## config.mk

```make
export PLATFORM = sky130hd
export DESIGN_NAME = asi_ram_arb
export DESIGN_NICKNAME = d
export VERILOG_FILES = /design/src/rtl/asi_arb_pkg.sv /design/src/rtl/asi_rr_pick.sv /design/src/rtl/asi_ram_arb.sv
export SDC_FILE = /design/constraint.sdc
export NUM_CORES = 1
export LEC_CHECK = 0
export BUFFER_PORTS_ARGS = -buffer_cell sky130_fd_sc_hd__buf_2
export CORE_AREA = 2 2 311 313
export CTS_CLUSTER_SIZE = 12
export DETAILED_ROUTE_END_ITERATION = 6
export DIE_AREA = 0 0 313 315
export PLACE_DENSITY = 0.3
export SETUP_SLACK_MARGIN = 0.05
export SLEW_MARGIN = 10
export SYNTH_ARGS = -nofsm -noshare
export SYNTH_HDL_FRONTEND = slang
export SYNTH_SLANG_ARGS = --single-unit
export TNS_END_PERCENT = 20
```

## constraint.sdc

```tcl
create_clock -name usr_clk -period 1.2 [get_ports usr_clk]
set_input_delay 0.24 -clock usr_clk [delete_from_list [all_inputs] [get_ports usr_clk]]
set_output_delay 0.24 -clock usr_clk [all_outputs]
set_load 0.005 [all_outputs]
```

## src/rtl/asi_arb_pkg.sv

```systemverilog
// Shared state type and index helpers for the asi RAM arbiter.
// Optional hold-limit preemption is selected by ASI_ARB_HOLD_LIMIT_EN in asi_ram_arb.
package asi_arb_pkg;

  typedef enum logic {
    ARB_IDLE = 1'b0,
    ARB_BUSY = 1'b1
  } arb_state_e;

  localparam int unsigned IDX_MAXW = 32;

  function automatic int unsigned onehot_to_idx(input logic [IDX_MAXW-1:0] oh);
    int unsigned idx;
    idx = 0;
    for (int unsigned i = 0; i < IDX_MAXW; i++) begin
      if (oh[i]) idx = i;
    end
    return idx;
  endfunction

  function automatic int unsigned idx_wrap_inc(input int unsigned idx, input int unsigned n);
    return (idx + 1 >= n) ? 0 : idx + 1;
  endfunction

endpackage

```

## src/rtl/asi_rr_pick.sv

```systemverilog
// Combinational round-robin picker: first requester at or after the pointer,
// with wrap, skipping any requester set in the exclude mask.
module asi_rr_pick #(
  parameter int unsigned NREQ = 2,
  parameter int unsigned PTRW = 1
) (
  input  logic [NREQ-1:0] i_req,
  input  logic [PTRW-1:0] i_ptr,
  input  logic [NREQ-1:0] i_excl,
  output logic [NREQ-1:0] o_pick,
  output logic            o_valid
);

  logic [NREQ-1:0] w_cand;

  assign w_cand = i_req & ~i_excl;

  always_comb begin
    int unsigned idx;
    o_pick  = '0;
    o_valid = 1'b0;
    idx     = 0;
    for (int unsigned k = 0; k < NREQ; k++) begin
      idx = 32'(i_ptr) + k;
      if (idx >= NREQ) idx = idx - NREQ;
      if (!o_valid && w_cand[PTRW'(idx)]) begin
        o_pick[PTRW'(idx)] = 1'b1;
        o_valid            = 1'b1;
      end
    end
  end

endmodule

```

## src/rtl/asi_ram_arb.sv

```systemverilog
// Burst-granular round-robin arbiter and port mux for the asi single-port RAM.
// Define ASI_ARB_HOLD_LIMIT_EN to preempt an owner after MAX_HOLD beats when others wait.
module asi_ram_arb
  import asi_arb_pkg::*;
#(
  parameter int unsigned NREQ       = 2,
  parameter int unsigned AXI_DW     = 128,
  parameter int unsigned AXI_AW     = 32,
  parameter int unsigned AXI_WSTRBW = AXI_DW / 8,
  parameter int unsigned RD_LAT     = 1,
  parameter int unsigned MAX_HOLD   = 16
) (
  input  logic                       usr_clk,
  input  logic                       usr_reset_n,
  input  logic [NREQ-1:0]            req,
  input  logic [NREQ-1:0]            en,
  input  logic [NREQ-1:0]            last,
  input  logic [NREQ-1:0]            we,
  input  logic [NREQ*AXI_AW-1:0]     addr,
  input  logic [NREQ*AXI_DW-1:0]     wdata,
  input  logic [NREQ*AXI_WSTRBW-1:0] wstrb,
  output logic [NREQ-1:0]            grant,
  output logic [NREQ-1:0]            q_valid,
  output logic [AXI_DW-1:0]          q_data,
  output logic                       RAM_CEN,
  output logic [AXI_WSTRBW-1:0]      RAM_WEN,
  output logic [AXI_AW-1:0]          RAM_A,
  output logic [AXI_DW-1:0]          RAM_D,
  input  logic [AXI_DW-1:0]          RAM_Q
);

  localparam int unsigned PTRW = (NREQ > 1) ? $clog2(NREQ) : 1;
  localparam int unsigned TAGW = RD_LAT * NREQ;

  arb_state_e              r_state, w_state_nxt;
  logic [NREQ-1:0]         r_grant, w_grant_nxt;
  logic [PTRW-1:0]         r_ptr, w_ptr_nxt, w_pick_ptr;
  logic [NREQ-1:0]         w_pick, w_beat_vec;
  logic                    w_pick_vld, w_beat, w_owner_last, w_owner_req, w_others;
  logic                    w_hold_rel, w_release;
  logic [TAGW-1:0]         r_tag;
  logic [AXI_AW-1:0]       w_a;
  logic [AXI_DW-1:0]       w_d;
  logic [AXI_WSTRBW-1:0]   w_s;
  logic                    w_we;

  assign w_beat_vec   = r_grant & en;
  assign w_beat       = |w_beat_vec;
  assign w_owner_last = |(w_beat_vec & last);
  assign w_owner_req  = |(r_grant & req);
  assign w_others     = |(req & ~r_grant);
  assign w_pick_ptr   = PTRW'(idx_wrap_inc(onehot_to_idx(IDX_MAXW'(w_pick)), NREQ));

  // The current owner is never a candidate when its grant is released.
  asi_rr_pick #(
    .NREQ (NREQ),
    .PTRW (PTRW)
  ) u_pick (
    .i_req   (req),
    .i_ptr   (r_ptr),
    .i_excl  (r_grant),
    .o_pick  (w_pick),
    .o_valid (w_pick_vld)
  );

`ifdef ASI_ARB_HOLD_LIMIT_EN
  localparam int unsigned HOLDW = $clog2(MAX_HOLD + 1);
  localparam int unsigned HSUMW = HOLDW + 1;

  logic [HOLDW-1:0] r_hold;
  logic [HSUMW-1:0] w_hold_sum;
  logic             w_grant_chg;

  // The limit includes the beat presented this cycle so the handover follows it directly.
  assign w_hold_sum  = HSUMW'(r_hold) + HSUMW'(w_beat);
  assign w_hold_rel  = (w_hold_sum >= HSUMW'(MAX_HOLD)) && w_others;
  assign w_grant_chg = (w_grant_nxt != r_grant);

  always_ff @(posedge usr_clk or negedge usr_reset_n) begin
    if (!usr_reset_n) begin
      r_hold <= '0;
    end else if (w_grant_chg) begin
      r_hold <= '0;
    end else if (w_beat && (r_hold < HOLDW'(MAX_HOLD))) begin
      r_hold <= r_hold + HOLDW'(1);
    end
  end
`else
  logic w_unused_hold;

  assign w_unused_hold = (MAX_HOLD != 0);
  assign w_hold_rel    = 1'b0;
`endif

  assign w_release = w_owner_last || !w_owner_req || w_hold_rel;

  always_ff @(posedge usr_clk or negedge usr_reset_n) begin
    if (!usr_reset_n) begin
      r_state <= ARB_IDLE;
      r_grant <= '0;
      r_ptr   <= '0;
    end else begin
      r_state <= w_state_nxt;
      r_grant <= w_grant_nxt;
      r_ptr   <= w_ptr_nxt;
    end
  end

  // Next-state: grant on any request, hand over on release without an idle bubble.
  always_comb begin
    w_state_nxt = r_state;
    w_grant_nxt = r_grant;
    w_ptr_nxt   = r_ptr;
    case (r_state)
      ARB_IDLE: begin
        if (w_pick_vld) begin
          w_state_nxt = ARB_BUSY;
          w_grant_nxt = w_pick;
          w_ptr_nxt   = w_pick_ptr;
        end
      end
      ARB_BUSY: begin
        if (w_release) begin
          if (w_pick_vld) begin
            w_grant_nxt = w_pick;
            w_ptr_nxt   = w_pick_ptr;
          end else begin
            w_state_nxt = ARB_IDLE;
            w_grant_nxt = '0;
          end
        end
      end
      default: begin
        w_state_nxt = ARB_IDLE;
        w_grant_nxt = '0;
      end
    endcase
  end

  // Read tags ride a RAM-latency-matched shift pipe, oldest slot on top.
  always_ff @(posedge usr_clk or negedge usr_reset_n) begin
    if (!usr_reset_n) begin
      r_tag <= '0;
    end else begin
      r_tag <= TAGW'({r_tag, (w_beat_vec & ~we)});
    end
  end

  // Owner field select; grant is one-hot so an AND-OR mux suffices.
  always_comb begin
    w_a  = '0;
    w_d  = '0;
    w_s  = '0;
    w_we = 1'b0;
    for (int unsigned i = 0; i < NREQ; i++) begin
      if (r_grant[i]) begin
        w_a  = w_a | addr[i*AXI_AW +: AXI_AW];
        w_d  = w_d | wdata[i*AXI_DW +: AXI_DW];
        w_s  = w_s | wstrb[i*AXI_WSTRBW +: AXI_WSTRBW];
        w_we = w_we | we[i];
      end
    end
  end

  assign grant   = r_grant;
  assign q_valid = r_tag[TAGW-1 -: NREQ];
  assign q_data  = RAM_Q;
  assign RAM_CEN = ~w_beat;
  assign RAM_WEN = ~(w_s & {AXI_WSTRBW{w_we & w_beat}});
  assign RAM_A   = w_a;
  assign RAM_D   = w_d;

endmodule
```

## Word level (Yosys, flattened, before mapping)

Cells that the tools add are included.

- Add/sub/neg operators: 4
- $lt $le $gt $ge: 7
- Eq/ne operators: 2
- Mux-type cells: 34
- Bitwise logic cells: 17
- Reduce and logical (&&, ||, !) cells: 10

Operator list:

| cell | number |
|---|---|
| two-way mux 128 bit | 2 |
| OR 128 bit | 1 |
| two-way mux 32 bit | 2 |
| greater-or-equal comparator 32 x 2 -> 1 bit, second input constant | 1 |
| two-way mux 16 bit | 2 |
| OR 32 bit | 1 |
| two-way mux 1 bit | 18 |
| bitwise AND 16 bit | 1 |
| inverter 16 bit | 1 |
| OR 16 bit | 1 |
| bitwise AND 2 bit | 5 |
| two-way mux 2 bit | 5 |
| OR reduction 2 bit | 3 |
| adder 1 x 1 -> 2 bit, second input constant | 2 |
| < comparator 1 x 2 -> 1 bit, second input constant | 2 |
| inequality test 2 x 1 -> 1 bit, second input constant | 2 |
| inverter 2 bit | 2 |
| one-hot mux 1 bit (2 select lines) | 2 |
| one-hot mux 2 bit (2 select lines) | 1 |
| logical AND 1 bit | 3 |
| demux 1 bit (select 1 bit) | 2 |
| greater-or-equal comparator 1 bit, second input constant | 2 |
| greater-or-equal comparator 1 x 2 -> 1 bit, second input constant | 1 |
| greater-or-equal comparator 2 bit, second input constant | 1 |
| 8 further kinds | 11 |

- Register bits: 6

## Depth between registers and ports, before layout

- Depth in word-level cells: 16
- Depth in mapped cells: 5
- Mapped depth without buffers: 3

## By module

A second synthesis with hierarchy kept.

- Cells, all modules: 395
- Area total of the unflattened synthesis: 3,135.5 um2

Modules (own cells, without submodules):

| module | instances | cells each | area an instance (um2) |
|---|---|---|---|
| asi_ram_arb | 1 | 389 | 3,094.2 |
| asi_rr_pick | 1 | 6 | 41.3 |

## Worst setup path after synthesis

No wires, ideal clock.

- Path kind: reg2out
- Start: register r_grant[0] (netlist: grant[0])
- End: output RAM_D[25]
- Data arrival time: 1.111 ns
- Path slack: -0.151 ns
- Cell stages (with the launch flop): 5
- Cell sequence: dfrtp_1 -> buf_4 -> buf_4 -> buf_2 -> a22o_1

- Word-level cells in the longest chain between the ends: 3

Ends and longest elaborated chain:

| element | RTL line | RTL |
|---|---|---|
| start: declaration | asi_ram_arb.sv:36 | `logic [NREQ-1:0] r_grant, w_grant_nxt;` |
| start signal: assignment | asi_ram_arb.sv:104 | `r_grant <= w_grant_nxt;` |
| two-way mux 128 bit * | asi_ram_arb.sv:156 | `if (r_grant[i]) begin` |
| OR 128 bit | asi_ram_arb.sv:158 | `w_d = w_d \| wdata[i*AXI_DW +: AXI_DW];` |
| two-way mux 128 bit * | asi_ram_arb.sv:156 |  |
| end: declaration | asi_ram_arb.sv:28 | `output logic [AXI_DW-1:0] RAM_D,` |

Mark *: on every way between the ends. The rest lies on a longest branch, timed or not.

## Worst setup path after layout

- Start: register r_grant[0] (netlist: grant[0])
- End: output RAM_WEN[15]

- Word-level cells in the longest chain between the ends: 6

Ends and longest elaborated chain:

| element | RTL line | RTL |
|---|---|---|
| two-way mux 1 bit | asi_ram_arb.sv:156 |  |
| OR 1 bit | asi_ram_arb.sv:160 | `w_we = w_we \| we[i];` |
| two-way mux 1 bit | asi_ram_arb.sv:156 |  |
| bitwise AND 1 bit | asi_ram_arb.sv:169 | `assign RAM_WEN = ~(w_s & {AXI_WSTRBW{w_we & w_beat}});` |
| bitwise AND 16 bit * | asi_ram_arb.sv:169 |  |
| inverter 16 bit * | asi_ram_arb.sv:169 |  |
| end: declaration | asi_ram_arb.sv:26 | `output logic [AXI_WSTRBW-1:0] RAM_WEN,` |

Marked as above.

==> impl_metrics.ini <==
[detailed_routing]
drt_iter0_markers = 178
drt-vias-per-instance = 2.50
detailroute.via_count = 5280
drt_first_pass_iters = 7
totalWireLength_mm = 30.7
wl_per_cell_um = 14.5
postRouteAntennaNets = 0
route.detailed.drc = 0

[cells_and_area]
syn_to_final_growth_pct = 120
nNetsFinal = 1318
drive_above_1_share = 0.745
finalNonFillerCells = 2113
final_common_cell = buf_2
final_cell_mix = 539 x buf_2, 175 x a22o_1, 29 x buf_4

[power_and_ir_drop]
p_per_area_nw_per_um2 = 1590
p_leak_uw = 0.00348
ir_worst_vdd_v = 0.000867

[worst_setup_path]
worst-path-max-fanout = 11
cp.arrival_ns = 1.50
critPathKind = flop to output port
crit_required_ns = 0.96
worstSetupStartpointType = flop
critPathCaptureType = output port
r2r_setup_slack_ns = -0.43

[sta]
setup_viol = 183
max_clock_freq_mhz = 575
drv_slew = 0
min_period_over_period = 1.45
max_slew_margin = 0.871
whs_ns = 0.213
worst_pin_slew_ns = 0.194
clock_skew_ns = 0.00463
rsz0062_at_grt = true
fin_crit_ns = 1.74
finalHoldViolCount = 0
setup_slack_ns = -0.538

[floorplanning]
fp.coreArea_um2 = 95700
dieArea_um2 = 98600
die_x_um = 313
row_count = 114
io_pins = 799
die_height_um = 315
start_util = 0.0336

[logic_synthesis]
synth_cell_types = 24
syn_area_um2 = 3210
syn_nets = 889
synth-seq-cells = 6
syn_avg_cell_area_um2 = 8.05
yosys.area.top_type = a22o_1
ys.warnings.count = 0
syn_inst = 399
synthTopCellsByArea = a22o_1 48%, buf_4 34%, dfrtp_1 4.7%, buf_2 3.4%, nand2_2 1.9%
synth_top_area_frac = 0.483
ys_seq_area_frac = 0.0467

[cts]
cts_sinks = 6
clockBufferDepth = 2
cts_buffers = 3
cts-htree-levels = 1
cts_tree = yes
clk_latency_ns = 0.23
cts_root_buf = clkbuf_16
clk_pin_slew_ns = 0.04

[job]
drv_cap = 0

[run_status]
status = finished, violations left
failed_checks = negative setup slack

[global_routing]
antenna_found_initial = 25
track_usage = 0.0545
grt_pass1_vias = 5363
grt-ovfl-total = 0
grt_pass1_wl_mm = 37.7
grt_max_degree = 31

[placed_design]
place_inst = 2094
dp_hpwl_mm = 27.3
gp_congestion = 0.789
portBuffers = 542

[worst_hold_path]
hp-class = input port to flop
-- metal layers --
layer | up-vias | GRT usage | part of all wire
met4 | 0 | 0.0210 | 0.049
met1 | 2298 | 0.0467 | 0.31
met2 | 628 | 0.109 | 0.51
met5 | - | 0 | 0
met3 | 72 | 0.0239 | 0.13
li1 | 2282 | - | -
-- metrics by stage --
step	total power [uW]	worst slack [ns]	TNS [ns]	cell area (um2)	util
after floorplan	6120	-0.0834	-11.30	3370	-
after global placement	10300	-0.326	-46.25	6740	0.0704
after detailed placement	10000	-0.330	-45.71	6740	0.0704
after CTS	11000	-0.563	-85.98	6930	0.0724
after global routing	12100	-0.597	-92.29	7040	0.0736
final	11200	-0.538	-85.16	7050	0.0737
-- power by group --
part           switching [uW]  internal (uW)
clock                     126            442
sequential               96.0            298
combinational            4780           5460
-- area by class of cell --
cell class,count,area [um2]
Antenna cell,10,25.0
Clock buffer,4,78.8
Fill cell,11300,88700
Inverter,1,3.75
Multi-Input combinational cell,223,1870
Sequential cell,6,158
Tap cell,1276,1600
Timing Repair Buffer,593,3320
-- state kept, by name, summed over array words and instances (netlist names) --
register / flops
grant: 2
q_valid: 2
r_ptr: 1
r_state: 1
-- synthesized netlist by cell type (all sizes together) --
master	count
a22o	177
buf	169
nand2	21
dfrtp	6
nand3	5
nor2	3
a211o	2
and3b	2
and4b	2
nand2b	2
a21oi	1
a22oi	1
a2bb2oi	1
a41oi	1
and2	1
inv	1
nand4	1
nor2b	1
nor3b	1
o211ai	1
-- worst paths after layout --
path,from,end,cells past startpoint
setup / recovery,grant[0],RAM_WEN[15],5
hold / removal,we[1],q_valid[1],2
setup reg to reg,grant[0],grant[0],5
hold reg to reg,r_ptr,r_ptr,1
max in group asynchronous,usr_reset_n,grant[0],2
min in group asynchronous,usr_reset_n,r_state,2
-- worst max-delay path, cell delays in order (launching register included) --
cell	delay [ns]
dfrtp_4	0.49
buf_12	0.16
buf_4	0.17
a22o_1	0.25
nand2_1	0.07
buf_2	0.11
-- cells by family after synthesis --
| kind of cell | after synthesis | share of synthesized area |
|---|---|---|
| flops | 6 | 0.0467 |
| simple gates | 39 | 0.0705 |
| compound gates | 184 | 0.501 |
| buf+inv | 170 | 0.381 |
-- repair_timing --
item | in CTS | in global routing
hold buffers | 1 | 0
endpoints found under the setup margin | 183 | 183
buffers inserted | 0 | 1
hold endpoints to repair | 6 | 0
pin swaps | 4 | 10
cloned | 1 | 2
resized for setup | 19 | 7
Note: power is estimated with default switching activity, not from simulation.
